===== config.mk =====
export PLATFORM = sky130hd
export DESIGN_NAME = alt_eyemon_dprio_arb
export DESIGN_NICKNAME = d
export VERILOG_FILES = /design/src/rtl/alt_eyemon_dprio_arb.sv
export SDC_FILE = /design/constraint.sdc
export NUM_CORES = 1
export LEC_CHECK = 0
export ABC_AREA = 1
export CAP_MARGIN = 30
export CORE_ASPECT_RATIO = 0.9
export CORE_MARGIN = 10
export CORE_UTILIZATION = 50
export CTS_CLUSTER_DIAMETER = 30
export DETAILED_ROUTE_END_ITERATION = 12
export PLACE_DENSITY_LB_ADDON = 0.05
export SLEW_MARGIN = 30
export SYNTH_ARGS = -nofsm -noshare
export SYNTH_HDL_FRONTEND = slang
export SYNTH_SLANG_ARGS = --single-unit

===== constraint.sdc =====
create_clock -name i_avmm_clk -period 2.9 [get_ports i_avmm_clk]
set_input_delay 0.725 -clock i_avmm_clk [delete_from_list [all_inputs] [get_ports i_avmm_clk]]
set_output_delay 0.725 -clock i_avmm_clk [all_outputs]
set_load 0.01 [all_outputs]

===== src/rtl/alt_eyemon_dprio_arb.sv =====
// Two-port round-robin arbiter that serialises DPRIO read/write requests onto one alt_dprio master.
// Optional WAIT_DONE timeout with sticky o_timeout: define ALT_EYEMON_DPRIO_ARB_TIMEOUT_EN.
module alt_eyemon_dprio_arb #(
  parameter int DPRIO_ADDR_WIDTH  = 16,
  parameter int DPRIO_DATA_WIDTH  = 16,
  parameter int BUSY_START_CYCLES = 4,
  parameter int TIMEOUT_CYCLES    = 1023
) (
  input  logic                        i_avmm_clk,
  input  logic                        i_reset,
  input  logic                        i_rq0_wren,
  input  logic                        i_rq0_rden,
  input  logic [DPRIO_ADDR_WIDTH-1:0] i_rq0_addr,
  input  logic [DPRIO_DATA_WIDTH-1:0] i_rq0_data,
  output logic                        o_rq0_busy,
  output logic [DPRIO_DATA_WIDTH-1:0] o_rq0_dataout,
  output logic                        o_rq0_rdvalid,
  input  logic                        i_rq1_wren,
  input  logic                        i_rq1_rden,
  input  logic [DPRIO_ADDR_WIDTH-1:0] i_rq1_addr,
  input  logic [DPRIO_DATA_WIDTH-1:0] i_rq1_data,
  output logic                        o_rq1_busy,
  output logic [DPRIO_DATA_WIDTH-1:0] o_rq1_dataout,
  output logic                        o_rq1_rdvalid,
  output logic                        o_dprio_wren,
  output logic                        o_dprio_rden,
  output logic [DPRIO_ADDR_WIDTH-1:0] o_dprio_addr,
  output logic [DPRIO_DATA_WIDTH-1:0] o_dprio_data,
  input  logic                        i_dprio_busy,
  input  logic [DPRIO_DATA_WIDTH-1:0] i_dprio_in,
  output logic                        o_arb_busy
`ifdef ALT_EYEMON_DPRIO_ARB_TIMEOUT_EN
  ,
  output logic                        o_timeout
`endif
);

  localparam int CNT_MAX = (TIMEOUT_CYCLES > BUSY_START_CYCLES) ? TIMEOUT_CYCLES : BUSY_START_CYCLES;
  localparam int CNT_W   = $clog2(CNT_MAX + 1);

  typedef enum logic [1:0] {IDLE, ISSUE, WAIT_BUSY, WAIT_DONE} state_t;

  state_t                      state_reg, state_next;
  logic [CNT_W-1:0]            cnt_reg;
  logic                        grant_reg, grant_next, last_reg;
  logic                        op_wr_reg;
  logic [DPRIO_ADDR_WIDTH-1:0] addr_reg;
  logic [DPRIO_DATA_WIDTH-1:0] data_reg;
  logic                        do_grant, complete, timed_out;
  logic [DPRIO_DATA_WIDTH-1:0] rd_word;

  logic [1:0]                  req_any, req_wr, pend_valid, pend_wr, rdvalid;
  logic [DPRIO_ADDR_WIDTH-1:0] req_addr [2];
  logic [DPRIO_DATA_WIDTH-1:0] req_data [2];
  logic [DPRIO_ADDR_WIDTH-1:0] pend_addr [2];
  logic [DPRIO_DATA_WIDTH-1:0] pend_data [2];
  logic [DPRIO_DATA_WIDTH-1:0] dataout [2];

  assign req_any     = {i_rq1_wren | i_rq1_rden, i_rq0_wren | i_rq0_rden};
  assign req_wr      = {i_rq1_wren, i_rq0_wren};
  assign req_addr[0] = i_rq0_addr;
  assign req_addr[1] = i_rq1_addr;
  assign req_data[0] = i_rq0_data;
  assign req_data[1] = i_rq1_data;

  // A timed-out read returns all-ones so software can tell it from real data.
  assign rd_word = timed_out ? {DPRIO_DATA_WIDTH{1'b1}} : i_dprio_in;

  // Per-port one-deep pending slot and read-return registers.
  for (genvar gi = 0; gi < 2; gi++) begin : g_port
    logic                        valid_reg, wr_reg, rdvalid_reg;
    logic [DPRIO_ADDR_WIDTH-1:0] paddr_reg;
    logic [DPRIO_DATA_WIDTH-1:0] pdata_reg, dout_reg;
    logic                        done_here;

    assign done_here = complete && (grant_reg == 1'(gi));

    always_ff @(posedge i_avmm_clk) begin
      if (i_reset) begin
        valid_reg   <= 1'b0;
        wr_reg      <= 1'b0;
        paddr_reg   <= '0;
        pdata_reg   <= '0;
        dout_reg    <= '0;
        rdvalid_reg <= 1'b0;
      end else begin
        if (req_any[gi] && !valid_reg) begin
          valid_reg <= 1'b1;
          wr_reg    <= req_wr[gi];
          paddr_reg <= req_addr[gi];
          pdata_reg <= req_data[gi];
        end else if (done_here) begin
          valid_reg <= 1'b0;
        end
        rdvalid_reg <= done_here && !op_wr_reg;
        if (done_here && !op_wr_reg) dout_reg <= rd_word;
      end
    end

    assign pend_valid[gi] = valid_reg;
    assign pend_wr[gi]    = wr_reg;
    assign pend_addr[gi]  = paddr_reg;
    assign pend_data[gi]  = pdata_reg;
    assign dataout[gi]    = dout_reg;
    assign rdvalid[gi]    = rdvalid_reg;
  end

  always_comb begin
    state_next = state_reg;
    grant_next = grant_reg;
    do_grant   = 1'b0;
    complete   = 1'b0;
    timed_out  = 1'b0;
    case (state_reg)
      IDLE: begin
        if (|pend_valid) begin
          do_grant   = 1'b1;
          state_next = ISSUE;
          grant_next = (&pend_valid) ? ~last_reg : pend_valid[1];
        end
      end
      ISSUE: state_next = WAIT_BUSY;
      WAIT_BUSY: begin
        if (i_dprio_busy) begin
          state_next = WAIT_DONE;
        end else if (cnt_reg == CNT_W'(BUSY_START_CYCLES - 1)) begin
          complete   = 1'b1;
          state_next = IDLE;
        end
      end
      WAIT_DONE: begin
        if (!i_dprio_busy) begin
          complete   = 1'b1;
          state_next = IDLE;
        end
`ifdef ALT_EYEMON_DPRIO_ARB_TIMEOUT_EN
        else if (cnt_reg == CNT_W'(TIMEOUT_CYCLES - 1)) begin
          complete   = 1'b1;
          timed_out  = 1'b1;
          state_next = IDLE;
        end
`endif
      end
      default: state_next = IDLE;
    endcase
  end

  always_ff @(posedge i_avmm_clk) begin
    if (i_reset) begin
      state_reg <= IDLE;
      cnt_reg   <= '0;
      grant_reg <= 1'b0;
      last_reg  <= 1'b1;
      op_wr_reg <= 1'b0;
      addr_reg  <= '0;
      data_reg  <= '0;
    end else begin
      state_reg <= state_next;
      if (state_next != state_reg) begin
        cnt_reg <= '0;
      end else if (state_reg == WAIT_BUSY) begin
        cnt_reg <= cnt_reg + 1'b1;
      end
`ifdef ALT_EYEMON_DPRIO_ARB_TIMEOUT_EN
      else if (state_reg == WAIT_DONE) begin
        cnt_reg <= cnt_reg + 1'b1;
      end
`endif
      if (do_grant) begin
        grant_reg <= grant_next;
        last_reg  <= grant_next;
        op_wr_reg <= pend_wr[grant_next];
        addr_reg  <= pend_addr[grant_next];
        data_reg  <= pend_data[grant_next];
      end
    end
  end

`ifdef ALT_EYEMON_DPRIO_ARB_TIMEOUT_EN
  logic timeout_reg;
  always_ff @(posedge i_avmm_clk) begin
    if (i_reset)        timeout_reg <= 1'b0;
    else if (timed_out) timeout_reg <= 1'b1;
  end
  assign o_timeout = timeout_reg;
`endif

  assign o_dprio_wren  = (state_reg == ISSUE) && op_wr_reg;
  assign o_dprio_rden  = (state_reg == ISSUE) && !op_wr_reg;
  assign o_dprio_addr  = addr_reg;
  assign o_dprio_data  = data_reg;
  assign o_rq0_busy    = pend_valid[0];
  assign o_rq1_busy    = pend_valid[1];
  assign o_arb_busy    = |pend_valid;
  assign o_rq0_dataout = dataout[0];
  assign o_rq1_dataout = dataout[1];
  assign o_rq0_rdvalid = rdvalid[0];
  assign o_rq1_rdvalid = rdvalid[1];

endmodule


; ---- After elaboration in Yosys (flattened, before gate mapping)
; Index checks and enable logic that the tools add are counted.
[classes]
n_eq_ne = 5
order_cmp = 2
add_sub_neg = 1
n_reduce_logical = 17
muxes = 26
bitwise = 5
[ops]
columns = cell, count
row1 = $mux W16, 6
row2 = $mux W1, 14
row3 = $add A10 B1 Y10 const B, 1
row4 = $eq A10 B2 Y1 const B, 1
row5 = $logic_and A1 B1 Y1, 8
row6 = $mux W2, 4
row7 = $pmux W2 S4, 1
row8 = $eq A2 B2 Y1 const B, 2
row9 = $reduce_bool A2 Y1, 2
row10 = $reduce_or A2 Y1, 2
row11 = $logic_not A1 Y1, 3
row12 = $eq A2 B1 Y1 const B, 1
row13 = $ge A2 B2 Y1 const B, 1
row14 = $logic_not A2 Y1, 1
row15 = $lt A1 B2 Y1 const B, 1
row16 = $ne A2 B2 Y1, 1
row17 = $not A1 Y1, 2
row18 = $not A1 Y2, 1
row19 = $or A1 B1 Y1, 2
row20 = $pmux W1 S2, 1
row21 = $reduce_and A2 Y1, 1
[word_totals]
wordCells = 75
out_inout_bits = 71
register_bits = 149

; ---- Logic depth before layout (Yosys ltp)
[depth]
ltp_word = 8
mapped_depth = 10
depth_no_buf = 9

; ---- Worst setup path before layout
; No wires, ideal clock.
[synth_path]
path_kind = input to register
from = in i_reset
to = reg g_port[0].paddr_reg[0]
setup_slack_ps = 1274
stages = 6
setup_ps = 64
arrival_ps = 1562
required_time_ps = 2836
path_buffers = 3
path_cell_list = buf_2 > inv_1 > buf_2 > clkbuf_1 > o21ai_0 > nor2_1
[synth_lines]
columns = item, line
row1 = from (decl), 10  ; input logic i_reset,
row2 = to (signal assigned), 90  ; paddr_reg <= req_addr[gi];
row3 = to (decl), 72  ; logic [DPRIO_ADDR_WIDTH-1:0] paddr_reg;

; ---- Worst setup path in the final report
[layout_path]
from = reg g_port[1].valid_reg (netlist: o_rq1_busy)
to = out o_arb_busy
[layout_via]
elab_chain_len = 1
[layout_rtl]
columns = item, line
row1 = from (decl), 71  ; logic valid_reg, wr_reg, rdvalid_reg;
row2 = from (signal assigned), 80  ; valid_reg <= 1'b0;
row3 = from (signal assigned), 88  ; valid_reg <= 1'b1;
row4 = from (signal assigned), 93  ; valid_reg <= 1'b0;
row5 = $reduce_or A2 Y1, 194  ; assign o_arb_busy = |pend_valid;
row6 = to (decl), 31  ; output logic o_arb_busy
; Every way passes these cells.

==> results by group <==
Clock network
  – Total CTS buffers: 17
  – Root buffer selected by CTS: clkbuf_16
  – Cts hold-fix bufs: 0
  – Bufs on Longest Clock Path: 2
  – PostCTS Resize Cnt: 0
  – Post-CTS Setup Bufs: 0
  – CTS sink count: 149
  – H-tree levels: 4
  – Reg clk slew, reported paths: 0.06 ns
  – Clock Latency Late Sink: 0.42 ns
  – CTS tree: yes

Drt
  – Detailed Route WL: 16200 µm
  – First-pass iteration count of the detailed router: 6
  – Final ANT Viol Nets: 0
  – DRT iter0 DRCs: 325
  – DRC errors left: 0
  – WL/cell: 15.1 µm
  – Via density: 5.04
  – Vias post-DR: 5393

Floorplanning
  – Io pins: 158
  – DIE WIDTH: 133 µm
  – Die height: 122 µm
  – Initial Util: 50.5%
  – Die area: 0.0162 mm²
  – FP Rows: 37
  – Core Box Area: 0.0113 mm²

Worst setup path
  – Logic depth of the worst register-to-register path: 6
  – Worst EP arrival: 1.64 ns
  – Maximum fanout along the worst path: 5
  – WP data required: 2.17 ns
  – CP Buf/Inv Count: 2
  – WS Path Type: reg2out
  – Worst setup SP type: flip-flop
  – R2r setup slk: 1.02 ns
  – Crit-path slowest cell: clkdlybuf4s50_1
  – Worst-path cell chain: nor2_1 -> inv_1 -> clkdlybuf4s50_1
  – CP top delay family: buffers and inverters
  – CP endpoint kind: output port
  – Slowest cell delay on critical path: 0.49 ns
  – R2R Path Start: state_reg[1]
  – Worst r2r dst: o_dprio_addr[4]

Logic synthesis
  – Syn Inst Count: 761
  – Syn_area_per_cell: 7.53 µm²
  – Seq cells post-synth: 149
  – Register area share after synthesis: 52.0%
  – Post-synth cell types: 24
  – Mapped cell area: 0.00573 mm²
  – YS warnings: 0
  – Syn_nets: 849

Timing
  – Max Clock Skew: 0.00706 ns
  – WHS: 0.463 ns
  – Hold Violations, Final: 0
  – Final period utilization: 81.7%
  – RSZ-0062 raised after global routing: false
  – Setup ws final: 0.531 ns
  – Post-route setup TNS: 0 ns
  – Slew @ Worst Pin: 0.675 ns
  – Slew Viols, Final: 0
  – Rel. slew slack: 55.0%
  – Fmax: 0.422 GHz
  – Tmin final: 2.37 ns
  – Final setup viols: 0

Final layout
  – Layout cell share with drive strength beyond 1: 6.45%
  – Core Util, Final: 70.2%
  – Final net count: 990
  – Synthesis-to-layout area growth: 38.9%
  – Fillers: 909
  – Final Cell Area: 0.00796 mm²
  – Ant diodes: 0

Pwr
  – Lkg Pwr: 3.32 nW
  – VDD IR max: 438 µV
  – Combinational cell fraction of total power: 17.1%
  – Reg power frac: 42.8%
  – Clock power share: 40.0%
  – Sw power: 1.52 mW
  – Pint: 3.95 mW
  – Pwr/cell area: 686 mW/mm²
  – Sw frac: 27.8%

Outcome
  – Status: finished, final reports clean

Placement
  – Placed Area: 0.00737 mm²
  – Hpwl dp: 11200 µm
  – Pre-CTS WS: 0.477 ns
  – Routability-driven placement congestion ratio: 0.826
  – Port Buf Inserts: 157

Worst hold path
  – WHS Path Cells: 2
  – Hold Crit Class: reg2reg
  – Hold Path End: cnt_reg[9]
  – Worst hold start: cnt_reg[9]

Global route
  – Largest net degree at the start of global routing: 68
  – Vias in the first global route: 5392
  – Gr usage total: 19.9%
  – Initial antenna violation count: 0
  – First-pass GRT wire length: 26300 µm
  – Overflow after GRT: 0

Run
  – Max_cap viols: 0
-- metal layers --
metal,track usage [%],vias to the layer above,wire (µm)
li1,-,2735,-
met1,22.8,2475,6990
met2,34.0,166,7870
met3,6.83,17,1100
met4,7.69,0,209
met5,0,-,0
-- worst reg2reg max path: cells and delay by family (launching register included) --
family / cells / cell delay, ns
compound gates: 2 / 0.31
buf+inv: 2 / 0.85
flops: 1 / 0.34
simple gates: 2 / 0.31
-- cells by family after synthesis --
| kind of cell | after synthesis | synth area share, % |
|---|---|---|
| AO/OA/AOI/OAI | 175 | 16.1 |
| flip-flops | 149 | 52.0 |
| adder cells (fa/ha/maj) | 1 | 0.218 |
| XOR/XNOR | 8 | 1.22 |
| buffers and inverters | 100 | 7.68 |
| AND/OR/NAND/NOR | 328 | 22.8 |
-- cell usage after synthesis, drive strengths merged --
cell	count	area, µm²
nor3	2	10.0
xor2	8	70.1
nand4	5	67.6
nand2	98	378
o21ai	102	514
ha	1	12.5
inv	54	203
clkbuf	22	82.6
buf	24	155
a21oi	40	200
nand3	5	25.0
nor2	218	826
o22ai	33	206
dfxtp	149	2980
-- power by group through the flow --
stage          combinational, mW  clock (mW)  sequential, mW
2_1_floorplan              0.469           0            2.40
3_3_place_gp               0.921           0            2.38
3_5_place_dp               0.937           0            2.38
4_1_cts                    0.944        2.22            2.34
5_1_grt                     1.04        2.32            2.36
6_report                   0.937        2.19            2.34
-- stage by stage --
step / cells / power [mW]
2_1_floorplan: 761 / 2.87
3_3_place_gp: 1039 / 3.30
3_5_place_dp: 1039 / 3.32
4_1_cts: 1071 / 5.50
5_1_grt: 1071 / 5.72
6_report: 1071 / 5.47
-- how the worst max path moves through the flow --
stage                 startpoint                 endpoint  cells after the start  slack (ns)
floorplan                i_reset   g_port[0].paddr_reg[0]                      6        1.27
global placement      i_rq1_wren  g_port[1].paddr_reg[15]                      5        0.52
detailed placement  i_dprio_busy         o_rq1_dataout[5]                      5        0.48
CTS                   o_rq1_busy               o_arb_busy                      3        0.49
global route          o_rq1_busy               o_arb_busy                      3        0.42
finish                o_rq1_busy               o_arb_busy                      3        0.53
-- layout make-up --
cell class                      instances  area (µm²)  share of cell area (%)
Sequential cell                       149        2980                    37.5
Multi-Input combinational cell        512        2320                    29.2
Timing Repair Buffer                  168        1670                    20.9
Clock buffer                           17         425                    5.34
Inverter                               54         204                    2.56
Tap cell                              156         195                    2.45
Clock inverter                         15         168                    2.11
-- layout by cell type (no fill, tap or decap) --
master,netlist,layout
clkinv_2,0,1
nand2_2,1,1
clkinvlp_4,0,5
clkdlybuf4s50_1,0,157
dfxtp_1,149,149
inv_2,3,4
o21ai_0,99,99
o21ai_2,1,3
nand4_2,1,1
nand3_1,5,5
buf_12,0,1
nand4_4,2,2
bufinv_16,0,2
xor2_1,8,8
inv_6,0,6
nor2_1,215,215
ha_1,1,1
o22ai_1,33,33
nand4_1,2,2
nor2_2,3,2
nand2_1,96,96
a21oi_1,40,40
nand2_4,1,1
clkbuf_16,0,17
nor3_1,2,2
buf_4,4,10
nor2_4,0,1
inv_1,51,49
clkinv_4,0,2
(Power assumes the default switching activity.)
